===== src/rtl/merger_kway_node.sv =====
// merger_kway_node: K-way merge node.
// Each cycle it picks the smallest non-terminator key among K show-ahead
// input FIFO heads and pushes that element into a small output buffer.
// A terminator (key == 0) marks the end of a run. When every head is a
// terminator, all K streams are popped together and one terminator is
// forwarded, so each output run is closed exactly once.
// Optional feature macro: MERGER_KWAY_ORDER_CHECK_EN adds o_order_err, a
// sticky flag for a stream that delivered a key smaller than its previous key.

module merger_kway_node #(
    parameter int K          = 4,
    parameter int DATA_WIDTH = 32,
    parameter int KEY_WIDTH  = 32,
    parameter int OUT_DEPTH  = 2
) (
    input  logic                    i_clk,
    input  logic                    i_rst_n,
    input  logic [K*DATA_WIDTH-1:0] i_fifo,
    input  logic [K-1:0]            i_fifo_empty,
    output logic [K-1:0]            o_fifo_read,
    input  logic                    i_fifo_out_ready,
    output logic                    o_out_fifo_write,
    output logic [DATA_WIDTH-1:0]   o_data
`ifdef MERGER_KWAY_ORDER_CHECK_EN
    ,
    output logic                    o_order_err
`endif
);

    localparam int IDX_W = $clog2(K);
    localparam int PTR_W = $clog2(OUT_DEPTH);
    localparam int CNT_W = PTR_W + 1;

    // Input heads viewed as one element per stream.
    logic [K-1:0][DATA_WIDTH-1:0] head;
    assign head = i_fifo;

    // Tournament tree in heap order: node n has children 2n and 2n+1, leaf
    // K+j is stream j, node 1 is the winner. Lower stream indices always sit
    // in the left subtree, so keeping the left side on a tie gives
    // lowest-index-wins.
    logic [2*K-1:1]                t_vld;
    logic [2*K-1:1][KEY_WIDTH-1:0] t_key;
    logic [2*K-1:1][IDX_W-1:0]     t_idx;

    logic                  any_elig;
    logic [IDX_W-1:0]      sel_idx;
    logic [KEY_WIDTH-1:0]  sel_key;

    logic                  all_valid;
    logic                  space;
    logic                  fire;
    logic                  push;
    logic                  pop;
    logic [DATA_WIDTH-1:0] push_data;

    logic [OUT_DEPTH-1:0][DATA_WIDTH-1:0] mem_q;
    logic [PTR_W-1:0]      wr_ptr_q, wr_ptr_d;
    logic [PTR_W-1:0]      rd_ptr_q, rd_ptr_d;
    logic [CNT_W-1:0]      cnt_q, cnt_d;
    logic                  out_wr;

    // Combinational min-selection tree; terminators and empty heads are ineligible.
    always_comb begin
        t_vld = '0;
        t_key = '0;
        t_idx = '0;
        for (int j = 0; j < K; j++) begin
            t_vld[K+j] = ~i_fifo_empty[j] & (head[j][KEY_WIDTH-1:0] != '0);
            t_key[K+j] = head[j][KEY_WIDTH-1:0];
            t_idx[K+j] = IDX_W'(j);
        end
        for (int n = K - 1; n >= 1; n--) begin
            if (t_vld[2*n+1] & (~t_vld[2*n] | (t_key[2*n+1] < t_key[2*n]))) begin
                t_vld[n] = 1'b1;
                t_key[n] = t_key[2*n+1];
                t_idx[n] = t_idx[2*n+1];
            end else begin
                t_vld[n] = t_vld[2*n];
                t_key[n] = t_key[2*n];
                t_idx[n] = t_idx[2*n];
            end
        end
    end

    assign any_elig = t_vld[1];
    assign sel_idx  = t_idx[1];
    assign sel_key  = t_key[1];

    // Output side: drain the buffer head whenever downstream is ready.
    assign out_wr = i_rst_n & (cnt_q != '0) & i_fifo_out_ready;
    assign pop    = out_wr;

    // A slot is free if the buffer is not full or the head leaves this cycle.
    // Every stream must present a head so the minimum is known to be global.
    assign all_valid = ~|i_fifo_empty;
    assign space     = (cnt_q < CNT_W'(OUT_DEPTH)) | out_wr;
    assign fire      = i_rst_n & all_valid & space;
    assign push      = fire;
    assign push_data = any_elig ? head[sel_idx] : head[0];

    // Pop strobes: the winner alone, or every stream when all heads end a run.
    always_comb begin
        o_fifo_read = '0;
        if (fire) begin
            if (any_elig) begin
                o_fifo_read = K'(1) << sel_idx;
            end else begin
                o_fifo_read = '1;
            end
        end
    end

    // Buffer bookkeeping: pointers wrap naturally since OUT_DEPTH is a power of 2.
    always_comb begin
        wr_ptr_d = wr_ptr_q;
        rd_ptr_d = rd_ptr_q;
        cnt_d    = cnt_q;
        if (push) begin
            wr_ptr_d = wr_ptr_q + PTR_W'(1);
        end
        if (pop) begin
            rd_ptr_d = rd_ptr_q + PTR_W'(1);
        end
        cnt_d = cnt_q + CNT_W'(push) - CNT_W'(pop);
    end

    // Pointer and occupancy registers.
    always_ff @(posedge i_clk or negedge i_rst_n) begin
        if (!i_rst_n) begin
            wr_ptr_q <= '0;
            rd_ptr_q <= '0;
            cnt_q    <= '0;
        end else begin
            wr_ptr_q <= wr_ptr_d;
            rd_ptr_q <= rd_ptr_d;
            cnt_q    <= cnt_d;
        end
    end

    // Buffer storage; contents are don't-care while count says empty.
    always_ff @(posedge i_clk) begin
        if (push) begin
            mem_q[wr_ptr_q] <= push_data;
        end
    end

    assign o_out_fifo_write = out_wr;
    assign o_data           = mem_q[rd_ptr_q];

`ifdef MERGER_KWAY_ORDER_CHECK_EN
    logic [K-1:0][KEY_WIDTH-1:0] last_key_q, last_key_d;
    logic                        err_q, err_d;

    // Track the last key popped per stream; a run end forgets history.
    always_comb begin
        last_key_d = last_key_q;
        err_d      = err_q;
        if (fire & any_elig) begin
            if ((last_key_q[sel_idx] != '0) && (sel_key < last_key_q[sel_idx])) begin
                err_d = 1'b1;
            end
            last_key_d[sel_idx] = sel_key;
        end else if (fire) begin
            last_key_d = '0;
        end
    end

    // Order-check state; the error flag is sticky until reset.
    always_ff @(posedge i_clk or negedge i_rst_n) begin
        if (!i_rst_n) begin
            last_key_q <= '0;
            err_q      <= 1'b0;
        end else begin
            last_key_q <= last_key_d;
            err_q      <= err_d;
        end
    end

    assign o_order_err = err_q;
`endif

endmodule


===== config.mk =====
export PLATFORM = sky130hd
export DESIGN_NAME = merger_kway_node
export DESIGN_NICKNAME = d
export VERILOG_FILES = /design/src/rtl/merger_kway_node.sv
export SDC_FILE = /design/constraint.sdc
export NUM_CORES = 1
export LEC_CHECK = 0
export CAP_MARGIN = 0
export CORE_ASPECT_RATIO = 0.7
export CORE_UTILIZATION = 45
export DETAILED_ROUTE_END_ITERATION = 16
export GPL_ROUTABILITY_DRIVEN = 0
export PLACE_DENSITY = 0.72
export SLEW_MARGIN = 20
export SYNTH_ARGS = -nofsm -noshare
export SYNTH_HDL_FRONTEND = slang
export SYNTH_SLANG_ARGS = --single-unit
export TNS_END_PERCENT = 100

===== constraint.sdc =====
create_clock -name i_clk -period 8.4 [get_ports i_clk]
set_input_delay 1.68 -clock i_clk [delete_from_list [all_inputs] [get_ports i_clk]]
set_output_delay 1.68 -clock i_clk [all_outputs]
set_load 0.05 [all_outputs]

# Yosys cells after proc, flatten, opt, wreduce, memory -nomap -nowiden
# Index checks and enable logic that the tools add are counted.
[totals]
output_inout_bits = 37
ff_bits = 68
elab_cells = 66
in_bits = 135
[classes]
n_reduce_logical = 8
n_bitwise = 22
shift = 1
n_addsub = 4
magnitude_cmp = 8
n_mux = 18
[ops]
columns = ["op", "n"]
rows = [
  ["$mux W32", 7],
  ["$reduce_bool A32 Y1", 4],
  ["$lt A32 B32 Y1", 3],
  ["$bmux W32 S2", 1],
  ["$bwmux W64", 1],
  ["$demux W32 S1", 1],
  ["$and A1 B1 Y1", 11],
  ["$mux W4", 2],
  ["$not A1 Y1", 7],
  ["$mux W1", 5],
  ["$lt A1 B2 Y1 const B", 2],
  ["$or A1 B1 Y1", 4],
  ["$reduce_or A4 Y1", 1],
  ["$shl A1 B2 Y4 const A", 1],
  ["$lt A2 B3 Y1 const B", 1],
  ["$add A1 B1 Y1 const B", 2],
  ["$add A2 B1 Y2", 1],
  ["$lt A2 B2 Y1 const B", 1],
  ["$mux W2", 1],
  ["$reduce_bool A2 Y1", 1],
  ["$sub A2 B1 Y2", 1],
  ["$ge A1 B1 Y1 const B", 1],
  ["$logic_and A1 B1 Y1", 1],
  ["$logic_not A1 Y1", 1],
]

# Longest topological paths before layout
[depth]
word_depth = 14
depth_mapped = 22
ltp_nobuf = 19

# Worst setup path before layout
# No wires, ideal clock.
[synth_path]
path_kind = "input to output"
from = "in i_fifo[30]"
to = "out o_fifo_read[1]"
cell_stages = 21
t_arrival_ns = 7.014
required_time_ns = 6.720
setup_slack_ns = -0.294
path_cell_list = "inv_1 ha_1 nand4_1 nor4_1 a221oi_1 a31o_2 nand3_1 clkbuf_1 buf_2 buf_2 mux2i_1 ha_1 nand3_1 nor3_2 nand2_1 a221o_1 a2111oi_0 mux2i_1 o211a_4 buf_6 a211oi_1"
[synth_via]
elab_chain_len = 13
word_cells_on_any_way = 18
cone_classes = "2 x order compare; 1 x shift; 7 x mux; 7 x bitwise; 1 x reduce/logical"
[synth_lines]
columns = ["item", "line", "rtl"]
rows = [
  ["start: declaration", "18", "input logic [K*DATA_WIDTH-1:0] i_fifo,"],
  ["branches (longest 11 deep; another with $lt A32 B32 Y1)", "n/a", ""],
  ["$mux W4 *", "106", "if (any_elig) begin"],
  ["$mux W4 *", "105", "if (fire) begin"],
  ["end: declaration", "20", "output logic [K-1:0] o_fifo_read,"],
]
# Mark *: on every way between the ends.

# Worst setup path in the final report
[layout_path]
from = "in i_fifo[126]"
to = "out o_fifo_read[0]"
[layout_via]
elab_chain_len = 11
word_cells_on_any_way = 16
cone_classes = "2 x order compare; 1 x shift; 7 x mux; 5 x bitwise; 1 x reduce/logical"
[layout_lines]
columns = ["item", "line", "rtl"]
rows = [
  ["$lt A32 B32 Y1 / $reduce_bool A32 Y1 (equally long branches)", "74, 69", ""],
  ["$or A1 B1 Y1 / $and A1 B1 Y1 (equally long branches)", "74, 69", ""],
  ["$and A1 B1 Y1", "74", "if (t_vld[2*n+1] & (~t_vld[2*n] | (t_key[2*n+1] < t_key[2*n]))) begin"],
  ["$mux W32", "74", ""],
  ["$lt A32 B32 Y1", "74", ""],
  ["$or A1 B1 Y1", "74", ""],
  ["$and A1 B1 Y1", "74", ""],
  ["$mux W2", "74", ""],
  ["$shl A1 B2 Y4", "107", "o_fifo_read = K'(1) << sel_idx;"],
  ["$mux W4 *", "106", ""],
  ["$mux W4 *", "105", ""],
]
# Mark *: on every way between the ends. The rest lies on a longest branch, timed or not.

==> flow_summary.toml <==
[synth]
ys_warn_count = 0
syn_nets = 1070
synth_edf_count = 64
synth_fa_ha_area_share_pct = 15.3
ys_types = 63
synthCells = 840
ys_seq_area_share_pct = 26.0
synth_top_family_by_area = "compound AO/OA/AOI/OAI gates"
ys_top_cells_by_area = "edfxtp_1 (25%), ha_1 (15%), a2111oi_2 (5.2%), inv_1 (5.0%), o31ai_2 (5.0%)"
synthXorXnorAreaFrac_pct = 0.450
synth_seq_cells = 68
syn_area_per_cell_um2 = 9.26
synthDominantCellAreaShare_pct = 24.7
synthMuxAreaShare_pct = 8.75
async_flop_share_pct = 5.88
synth_simple_gate_area_share_pct = 13.4
synthesis.area_um2 = 7780
synthFlopType = "edfxtp_1"
synth_compound_area_share_pct = 27.9
synth_area_leader_cell = "edfxtp_1"

[floorplan]
start_util_pct = 46.9
fp.dieW_um = 159
io_pins = 172
coreArea_um2 = 16600
dieArea_um2 = 17800
die_height_um = 112
num_rows = 39

[final_layout]
final_design_area_no_fill_um2 = 10600
final_common_cell = "clkdlybuf4s50_1"
antenna_cells = 0
finalNetCount = 1244
layout-drive-gt1-share_pct = 18.8
area_delta_synth_final_pct = 36.5
finish.utilization_pct = 64.0
layout_common_cells = "clkdlybuf4s50_1 (166), inv_1 (102), ha_1 (86), edfxtp_1 (64), nor2_1 (48)"

[sta]
tightest_slew_ns = 0.931
whs_ns = 0.494
max_freq_mhz = 120
setup_viol = 0
maxSlewHeadroom_pct = 37.1
final_max_slew_viol_count = 0
setup_tns_ns = 0
finalCritPeriodShare_pct = 99.5
hold_violations = 0
fin_ws_ns = 0.0383
period_needed_ns = 8.36
fin_skew_ns = 0.00509

[drt]
detail_route.wl_per_cell_um = 22.2
routed_wl_um = 27700
via_count = 7974
drt_iter0_drc = 961
antenna_left = 0
dr.pass1.iters = 9
drc = 0
via_per_inst = 6.42

[worst_setup_path]
cp-end-kind = "output pin"
r2r-start = "cnt_q[1]"
critical_path_class = "input pin to output pin"
reg2reg_slack_ns = 5.77
start_kind = "input pin"
crit_path_max_fanout = 6
ff2ff_path_depth = 5
cp-endpoint = "o_fifo_read[0]"
cp.required_ns = 6.72
r2r-end = "mem_q[16]"
cp-startpoint = "i_fifo[126]"
cp.arrival_ns = 6.68

[clock_network]
cts-htree-levels = 3
cts_root_buf = "clkbuf_16"
cts_max_path_buffers = 2
cts_sinks = 68
cts-buffers-inserted = 9
clock_latency_ns = 0.35
clk_pin_slew_ns = 0.05
cts_tree = "done"

[place]
placed_area_um2 = 9840
hpwl_um = 20800
pre_cts_slack_ns = -0.00733
port_buffers = 171

[outcome]
status = "finished clean"

[min_path]
holdCritPathClass = "flip-flop to flip-flop"
hold_path_depth = 1

[global_route]
grt_max_degree = 51
gr-total-overflow = 0
grt_pass1_wl_um = 41400
antenna_found_initial = 1
gr-usage-all-layers_pct = 30.2
grt_pass1_vias = 7307

[power]
powerDensity_nw_per_um2 = 167
power_leakage_uw = 0.00418
peakVddDrop_uv = 117

[run]
drv_cap = 0
## what timing repair did
action / CTS / global route
resized for setup: 0 / 44
setup buffers: 0 / 12
pin swaps: 1 / 29
endpoints found under the setup margin: 1 / 4
gates cloned: 1 / 4
hold buffers: 0 / 0
## registers in the layout (all words and copies together) (netlist names)
register / flops
rd_ptr_q: 1
wr_ptr_q: 1
mem_q: 64
cnt_q: 2
## how the worst min path moves through the flow
stage,start,endpoint,slack (ns)
after floorplan,wr_ptr_q,wr_ptr_q,0.46
after global placement,cnt_q[1],cnt_q[1],0.48
after detailed placement,cnt_q[1],cnt_q[1],0.48
after CTS,cnt_q[1],cnt_q[1],0.50
after global routing,cnt_q[1],cnt_q[1],0.51
final,cnt_q[1],cnt_q[1],0.49
## stage by stage
stage                     cells  power (µW)
after floorplan             840        1020
after global placement     1211        1290
after detailed placement   1211        1300
after CTS                  1227        1710
after global routing       1243        1850
final                      1243        1770
## area by class of cell
class	count	area [µm²]
Inverter	104	390
Sequential cell	68	2020
Clock inverter	5	77.6
Timing Repair Buffer	211	2220
Fill cell	1407	5970
Multi-Input combinational cell	620	5400
Clock buffer	10	229
Tap cell	225	282
## report_power, final
part,internal (µW),switching [µW],leakage (µW)
clock,257,147,0.000148
sequential,406,42.9,0.000625
combinational,384,532,0.00341
## cell usage after synthesis (all sizes together), types with 3 or more instances
library cell	count
nor4	35
nand3	16
nand4	24
mux2	32
nor2	50
nor2b	4
nor3	36
a31oi	32
nand2b	3
o21bai	6
ha	95
nand2	26
mux2i	32
a21o	6
and4	3
edfxtp	64
a211o	4
o21ai	50
a21oi	34
clkbuf	23
inv	104
o311ai	31
a2111oi	33
buf	25
a211oi	7
o31ai	32
dfrtp	4
## layer usage
metal | wire [µm] | track usage (%)
met4 | 745 | 10.1
met3 | 3630 | 8.94
met2 | 10700 | 38.9
met1 | 12600 | 46.6
met5 | 13 | 0
## cells by family (layout without fill, tap and decap cells)
group                    after synthesis  after routing
AO/OA/AOI/OAI                        254            254
AND/OR/NAND/NOR                      203            203
XOR/XNOR                               4              4
buffers and inverters                152            330
adder cells (fa/ha/maj)               95             95
multiplexers                          64             64
flip-flops                            68             68
## worst max-delay path: stages
cell             delay, ns
clkdlybuf4s50_1       0.58
ha_4                  0.24
a21oi_1               0.20
nand2_1               0.09
a221o_1               0.35
a211o_1               0.33
a211oi_4              0.40
buf_6                 0.18
buf_12                0.13
o21ai_1               0.13
o31ai_4               0.13
ha_1                  0.18
nand3_1               0.11
o211ai_1              0.29
o21ai_1               0.14
a221o_1               0.47
a2111oi_4             0.33
mux2i_1               0.14
o211a_4               0.20
nor3b_4               0.22
buf_12                0.17
(Power assumes the default switching activity.)
